## src/rtl/counter_pkg.sv

```systemverilog
// rtl/counter_pkg.sv - shared types for the step counter
package counter_pkg;

    // Boundary behaviour when a step would cross 0 or MOD_VALUE-1.
    typedef enum logic {
        CNT_WRAP = 1'b0,
        CNT_SAT  = 1'b1
    } cnt_mode_t;

    // Counting direction.
    typedef enum logic {
        CNT_DOWN = 1'b0,
        CNT_UP   = 1'b1
    } cnt_dir_t;

endpackage : counter_pkg

```

## src/rtl/tick_prescaler.sv

```systemverilog
// rtl/tick_prescaler.sv - enable-gated tick divider, one tick per prescale_i+1 enabled cycles
module tick_prescaler #(
    parameter int PRESCALE_W = 8
) (
    input  logic                  clk_i,
    input  logic                  s_rst_i,
    input  logic                  en_i,
    input  logic                  clr_i,
    input  logic [PRESCALE_W-1:0] prescale_i,
    output logic                  tick_o
);

    logic [PRESCALE_W-1:0] pre_cnt_q;
    logic [PRESCALE_W-1:0] pre_cnt_d;
    logic                  at_limit;

    // Using >= rather than == means a prescale value lowered below the
    // running count fires on the next enabled cycle instead of waiting for
    // the counter to roll all the way round. The count never exceeds
    // prescale_i while it is stable, so it cannot overflow.
    assign at_limit = (pre_cnt_q >= prescale_i);
    assign tick_o   = en_i && at_limit;

    // Next prescaler count: restart on clear or tick, advance while enabled.
    always_comb begin
        pre_cnt_d = pre_cnt_q;
        if (clr_i) begin
            pre_cnt_d = '0;
        end else if (en_i) begin
            if (at_limit) begin
                pre_cnt_d = '0;
            end else begin
                pre_cnt_d = pre_cnt_q + 1'b1;
            end
        end
    end

    // Prescaler count register.
    always_ff @(posedge clk_i) begin
        if (s_rst_i) begin
            pre_cnt_q <= '0;
        end else begin
            pre_cnt_q <= pre_cnt_d;
        end
    end

endmodule : tick_prescaler

```

## src/rtl/mod_step_counter.sv

```systemverilog
// rtl/mod_step_counter.sv - modulo-N up/down counter with step, load, wrap/saturate and prescaler
module mod_step_counter
    import counter_pkg::*;
#(
    parameter  int MOD_VALUE  = 256,
    parameter  int PRESCALE_W = 8,
    localparam int WIDTH      = $clog2(MOD_VALUE)
) (
    input  logic                  clk_i,
    input  logic                  s_rst_i,
    input  logic                  en_i,
    input  logic                  dir_i,
    input  logic                  mode_i,
    input  logic [WIDTH-1:0]      step_i,
    input  logic [PRESCALE_W-1:0] prescale_i,
    input  logic                  load_i,
    input  logic [WIDTH-1:0]      load_value_i,
    input  logic                  clr_flag_i,
    output logic [WIDTH-1:0]      value_o,
    output logic                  tc_o,
    output logic                  wrap_o
);

    // Modulus and top count, held one bit wider where sums are formed so
    // value+step and value+MOD never lose a carry.
    localparam logic [WIDTH:0]   MOD_EXT = (WIDTH+1)'(MOD_VALUE);
    localparam logic [WIDTH-1:0] MAX_VAL = WIDTH'(MOD_VALUE - 1);

    logic [WIDTH-1:0] value_q, value_d;
    logic             tc_q, tc_d;
    logic             wrap_q, wrap_d;
    logic             wrap_set;
    logic             tick;

    cnt_dir_t         dir;
    cnt_mode_t        mode;
    logic [WIDTH-1:0] step_c;
    logic [WIDTH-1:0] load_c;
    logic [WIDTH:0]   sum_up;
    logic [WIDTH:0]   sum_dn_wrap;
    logic             up_cross;
    logic             dn_cross;

    assign dir  = cnt_dir_t'(dir_i);
    assign mode = cnt_mode_t'(mode_i);

    // Load clears the prescaler so the first tick after a load comes a full
    // period later.
    tick_prescaler #(
        .PRESCALE_W (PRESCALE_W)
    ) u_tick_prescaler (
        .clk_i      (clk_i),
        .s_rst_i    (s_rst_i),
        .en_i       (en_i),
        .clr_i      (load_i),
        .prescale_i (prescale_i),
        .tick_o     (tick)
    );

    // Clamp step and load value into range and form the candidate sums.
    always_comb begin
        step_c      = (step_i > MAX_VAL) ? MAX_VAL : step_i;
        load_c      = (load_value_i > MAX_VAL) ? MAX_VAL : load_value_i;
        sum_up      = {1'b0, value_q} + {1'b0, step_c};
        sum_dn_wrap = {1'b0, value_q} + MOD_EXT - {1'b0, step_c};
        up_cross    = (sum_up >= MOD_EXT);
        dn_cross    = (value_q < step_c);
    end

    // Next count, terminal-count pulse and wrap event. Load beats tick;
    // an exact landing on the boundary is not a crossing, and saturation
    // only pulses tc_o on the tick that first arrives at the rail.
    always_comb begin
        value_d  = value_q;
        tc_d     = 1'b0;
        wrap_set = 1'b0;
        if (load_i) begin
            value_d = load_c;
        end else if (tick) begin
            if (dir == CNT_UP) begin
                if (!up_cross) begin
                    value_d = sum_up[WIDTH-1:0];
                end else if (mode == CNT_WRAP) begin
                    value_d  = WIDTH'(sum_up - MOD_EXT);
                    tc_d     = 1'b1;
                    wrap_set = 1'b1;
                end else begin
                    value_d = MAX_VAL;
                    tc_d    = (value_q != MAX_VAL);
                end
            end else begin
                if (!dn_cross) begin
                    value_d = value_q - step_c;
                end else if (mode == CNT_WRAP) begin
                    value_d  = WIDTH'(sum_dn_wrap);
                    tc_d     = 1'b1;
                    wrap_set = 1'b1;
                end else begin
                    value_d = '0;
                    tc_d    = (value_q != '0);
                end
            end
        end
    end

    // Sticky wrap flag: a new wrap in the same cycle wins over a clear.
    always_comb begin
        wrap_d = wrap_q;
        if (wrap_set) begin
            wrap_d = 1'b1;
        end else if (clr_flag_i) begin
            wrap_d = 1'b0;
        end
    end

    // Output registers; reset overrides load and tick.
    always_ff @(posedge clk_i) begin
        if (s_rst_i) begin
            value_q <= '0;
            tc_q    <= 1'b0;
            wrap_q  <= 1'b0;
        end else begin
            value_q <= value_d;
            tc_q    <= tc_d;
            wrap_q  <= wrap_d;
        end
    end

    assign value_o = value_q;
    assign tc_o    = tc_q;
    assign wrap_o  = wrap_q;

endmodule : mod_step_counter
```

## config.mk

```make
export PLATFORM = sky130hd
export DESIGN_NAME = mod_step_counter
export DESIGN_NICKNAME = d
export VERILOG_FILES = /design/src/rtl/counter_pkg.sv /design/src/rtl/tick_prescaler.sv /design/src/rtl/mod_step_counter.sv
export SDC_FILE = /design/constraint.sdc
export NUM_CORES = 1
export LEC_CHECK = 0
export ABC_CLOCK_PERIOD_IN_PS = 5400
export BUFFER_PORTS_ARGS = -buffer_cell sky130_fd_sc_hd__clkbuf_2
export CAP_MARGIN = 20
export CORE_ASPECT_RATIO = 1.4
export CORE_MARGIN = 2
export CORE_UTILIZATION = 45
export DETAILED_ROUTE_END_ITERATION = 12
export PLACE_DENSITY = 0.71
export SLEW_MARGIN = 20
export SYNTH_ARGS = -nofsm -noshare
export SYNTH_HDL_FRONTEND = slang
export SYNTH_SLANG_ARGS = --single-unit
```

## constraint.sdc

```tcl
create_clock -name clk_i -period 5.4 [get_ports clk_i]
set_clock_uncertainty 0.05 [all_clocks]
set_input_delay 0.81 -clock clk_i [delete_from_list [all_inputs] [get_ports clk_i]]
set_output_delay 0.81 -clock clk_i [all_outputs]
set_load 0.02 [all_outputs]
```

[Yosys cells after proc, flatten, opt, wreduce, memory -nomap -nowiden]
Index checks and enable logic that the tools add are counted.
Widths: inputs -> output; s select.
Operators by class
  mux-type cells: 23
  reduce and logical (&&, ||, !) cells: 6
  order comparisons: 5
  equality and inequality tests: 1
  bitwise gates (word level): 1
  $add $sub $neg: 6
Operator list (number)
  $mux 8: 10
  $add 8x1->8 const B: 2
  $gt 8x8->1 const B: 2
  $sub 8x8->8: 2
  $mux 1: 13
  $add 8x8->9: 1
  $ge 9x9->1 const B: 1
  $ge 8x8->1: 1
  $lt 8x8->1: 1
  $ne 8x8->1 const B: 1
  $reduce_bool 8->1: 1
  $sub 8x1->8 const B: 1
  $reduce_bool 2->1: 2
  $reduce_or 3->1: 1
  $reduce_or 2->1: 1
  $logic_and 1x1->1: 1
  $not 1->1: 1
Storage, ports and cells
  register bits: 18
  word-level logic and storage cells: 46
  output and inout bits: 10

[Longest topological paths before layout]
  depth after elaboration: 9
  gate-level depth with buffers: 9
  mapped depth without buffers: 9

[Modules after synthesis]
A second synthesis with hierarchy kept.
Second synthesis, totals
  cell total of the unflattened synthesis: 254
  area total of the unflattened synthesis: 2057.0 µm²
Modules (own cells, without submodules)
  mod_step_counter: cells each 190, area each 1432.6 µm², times used 1, sequential area each 200.2 µm²
  tick_prescaler: cells each 64, area each 624.3 µm², times used 1, sequential area each 160.2 µm²

[Worst setup path after synthesis]
Ideal clock, no wire load.
  path kind: input-to-reg
  start: in step_i[0]
  end: reg value_q[0], in the netlist value_o[0]
  stages on the path: 8
  data required time: 5264 ps
  path slack: 2803 ps
  setup time: 86 ps
  buffers on the path: 0
  arrival: 2461 ps
  path through: ha_1 > fa_1 > nand2b_1 > a21o_1 > a22oi_2 > nand2b_1 > a221o_1 > a221oi_2
On the way
  word-level cells in the longest chain between the ends: 9
  elaborated cells on any way between the ends: 15
  those cells by class: add/sub (4); order compare (3); mux (8)
RTL lines
  start: declaration: line mod_step_counter.sv:14  | input logic [WIDTH-1:0] step_i,
  $gt 8x8->1: line mod_step_counter.sv:62  | step_c = (step_i > MAX_VAL) ? MAX_VAL : step_i;
  $mux 8 *: line mod_step_counter.sv:62
  $add 8x8->9: line mod_step_counter.sv:64  | sum_up = {1'b0, value_q} + {1'b0, step_c};
  $sub 8x1->8: line mod_step_counter.sv:84  | value_d = WIDTH'(sum_up - MOD_EXT);
  $mux 8: line mod_step_counter.sv:83  | end else if (mode == CNT_WRAP) begin
  $mux 8: line mod_step_counter.sv:81  | if (!up_cross) begin
  $mux 8 *: line mod_step_counter.sv:80  | if (dir == CNT_UP) begin
  $mux 8 *: line mod_step_counter.sv:79  | end else if (tick) begin
  $mux 8 *: line mod_step_counter.sv:77  | if (load_i) begin
  end signal: assignment: line mod_step_counter.sv:123  | value_q <= value_d;
  end: declaration: line mod_step_counter.sv:29  | logic [WIDTH-1:0] value_q, value_d;
Every way passes the cells marked *; elsewhere a longest branch is shown, timed or not. The select of a mux whose other input is x is not followed.
A chain may end at the register's enable or synchronous reset.

[Worst setup path after layout]
Same ends and word-level chain as after synthesis.

==> impl_metrics.csv <==
group,metric,value,unit
run_status,status,"completed",
power,p_leak,1.04,nW
place,portBuffers,40,
floorplan,die_width,60.0,microns
routing,drtPass1Iterations,4,
synth,synth_top_cell_by_area,"dfxtp_1",
clock_network,clock_path_buffers,2,
synth,synth_cells,250,
routing,route.detailed.drc,0,
synth,async_reset_ff_share,0,%
worst_setup_path,required,5.53,ns
layout,antenna_cells,0,
synth,synth.avg_cell_area,7.91,sq um
timing,slew_headroom,59.9,%
worst_setup_path,reg2reg_to,"value_o[0]",
routing,wire_per_inst,14.2,microns
global_routing,overflow,0,
worst_setup_path,rrSetupSlack,2.85,ns
floorplan,ios,41,
layout,drive_above_1_share,20.8,%
power,totalPowerFinal,0.396,mW
timing,holdWs,0.435,ns
clock_network,clock-sinks,18,
timing,rsz0062_at_grt,"false",
floorplan,start_util,46.6,%
timing,fin_crit_sh,49.7,%
synth,synth_area_leaders,"dfxtp_1, ha_1, inv_1",
global_routing,grt_pass1_wl,7820,microns
place,dp_cells,340,
layout,design_area,2250,sq um
routing,ant_nets,0,
synth,synth_top_cell_area_share,18.2,%
global_routing,grt_pass1_vias,1757,
place,dpl_cell_area,2190,sq um
routing,wl_met3,157,microns
worst_setup_path,worstPathArrival,2.81,ns
worst_setup_path,reg2reg_depth,9,
routing,finalWirelength,4880,microns
layout,area_growth,13.8,%
clock_network,numCtsBuffers,3,
worst_setup_path,endpoint_kind,"flop",
synth,ys_seq_elements,18,
routing,top_layer,"met4",
worst_setup_path,criticalPathCategory,"in2reg",
synth,synth.distinct_cells,64,
floorplan,rows,28,
power,worst_ir_drop_vdd,0.0974,mV
floorplan,die_area,4950,sq um
layout,final_net_count,343,
synth,synth.most_common_cell,"inv_1",
timing,setup_tns,0,ns
clock_network,ctsResizeCount,0,
power,power_frac_comb,34.5,%
timing,maxSlewViolCount,0,
place,place_ws,2.46,ns
routing,wl_met2,2640,microns
clock_network,insertion_delay,0.26,ns
layout,stdcell_count,344,
worst_setup_path,critPathLaunchType,"input pin",
worst_hold_path,hold_depth,2,
layout,fin_util,53.1,%
synth,synthFlopType,"dfxtp_1",
timing,finalHoldViolations,0,
timing,setup_viol,0,
worst_hold_path,hp-start,"wrap_o",
routing,viasPerCell,5.58,
job,cap_viol_max_count,0,
timing,setup_ws,2.72,ns
clock_network,cts_setup_buffers,0,
routing,initialDrtViolationCount,59,
global_routing,grtUsageTotal,20.7,%
global_routing,antenna_found_initial,0,
synth,ys_seq_area_share,18.2,%
routing,wl_met1,1920,microns
power,clkPwrFrac,28.5,%
floorplan,core-area,4240,sq um
power,power_frac_seq,37.0,%
global_routing,grt_max_degree,20,
power,switching_power,0.137,mW
timing,final.min_clock_period,2.68,ns
clock_network,clk_pin_slew,0.07,ns
clock_network,htreeDepth,1,
synth,synth_commonest_cells,"inv_1, ha_1, nor2_1",
power,switching_share,34.5,%
worst_setup_path,r2r_start,"value_o[0]",
place,hpwl,4000,microns
worst_hold_path,hold_path.class,"reg2reg",
synth,syn-cell-area,1980,sq um
timing,tightest_slew,0.596,ns
floorplan,fp.dieH,82.4,microns
worst_setup_path,crit_fanout,4,
place,place.gp.congestion,0.913,
timing,fmax,373,MHz
synth,synth_edf_count,0,
power,internal_power,0.259,mW
clock_network,cts_root_buffer,"clkbuf_8",
clock_network,tritoncts,"done",
worst_hold_path,hold_end,"wrap_o",
synth,ys.warnings.count,0,
power,power_density,176,nW/um^2
synth,syn_nets,308,
routing,vias,1921,
clock_network,hold_buffers,0,
## registers in the layout, indices dropped and copies added (netlist names)
register / flops
u_tick_prescaler.pre_cnt_q: 8
value_o: 8
tc_o: 1
wrap_o: 1
## cell usage in the layout, fill, tap and decap left out, drive strengths merged, types with 3 or more instances in the layout
cell type and count:
a31oi 4, o32ai 3, nor2 23, xor2 8, clkbuf 44, nand2b 4, a21oi 12, ha 25
a221o 3, nand3 3, o21ai 9, and3 7, nor2b 8, nand4 6, inv 31, dfxtp 18
nor3 9, o31ai 3, o211ai 4, nor4 3, a221oi 5, o21a 3, nand2 15
## layout make-up
| cell class | instances | area, sq um |
|---|---|---|
| Fill cell | 441 | 1990 |
| Multi-Input combinational cell | 191 | 1440 |
| Sequential cell | 18 | 360 |
| Timing Repair Buffer | 40 | 200 |
| Inverter | 31 | 116 |
| Tap cell | 60 | 75.1 |
| Clock buffer | 4 | 55.1 |
## power groups by stage
stage | clock (mW) | combinational [mW] | sequential (mW)
5_1_grt | 0.120 | 0.153 | 0.147
3_3_place_gp | 0 | 0.134 | 0.149
6_report | 0.113 | 0.137 | 0.146
4_1_cts | 0.113 | 0.137 | 0.146
2_1_floorplan | 0 | 0.0968 | 0.151
3_5_place_dp | 0 | 0.136 | 0.149
## metal layers
metal	track usage (%)	vias to the layer above
met3	2.34	12
li1	-	978
met1	21.7	877
met5	0	-
met2	40.2	54
met4	8.89	0
## how the worst max path moves through the flow
stage	start	end	slack (ns)	cells after the start
3_3_place_gp	step_i[0]	value_o[0]	2.47	9
6_report	step_i[0]	value_o[0]	2.72	9
5_1_grt	step_i[0]	value_o[0]	2.62	9
2_1_floorplan	step_i[0]	value_o[0]	2.80	8
3_5_place_dp	step_i[0]	value_o[0]	2.46	9
4_1_cts	step_i[0]	value_o[0]	2.71	9
## cells by family (layout without fill, tap and decap cells)
kind of cell | Yosys count | in the layout | synth area share [%]
DFF | 18 | 18 | 18.2
and+or+nand+nor | 88 | 88 | 24.4
buffers and inverters | 41 | 75 | 8.80
AOI/OAI and AO/OA | 67 | 67 | 26.8
xor gates and xnor gates | 9 | 9 | 3.99
adders and majority gates | 27 | 27 | 17.8
## critical path, cell delays in order
cell      delay (ns)
clkbuf_2        0.09
ha_1            0.22
fa_1            0.42
nand2b_1        0.18
a21o_1          0.21
a22oi_2         0.25
nand2b_1        0.09
a221o_1         0.33
a221oi_2        0.21
Note: power is estimated with default switching activity, not from simulation.
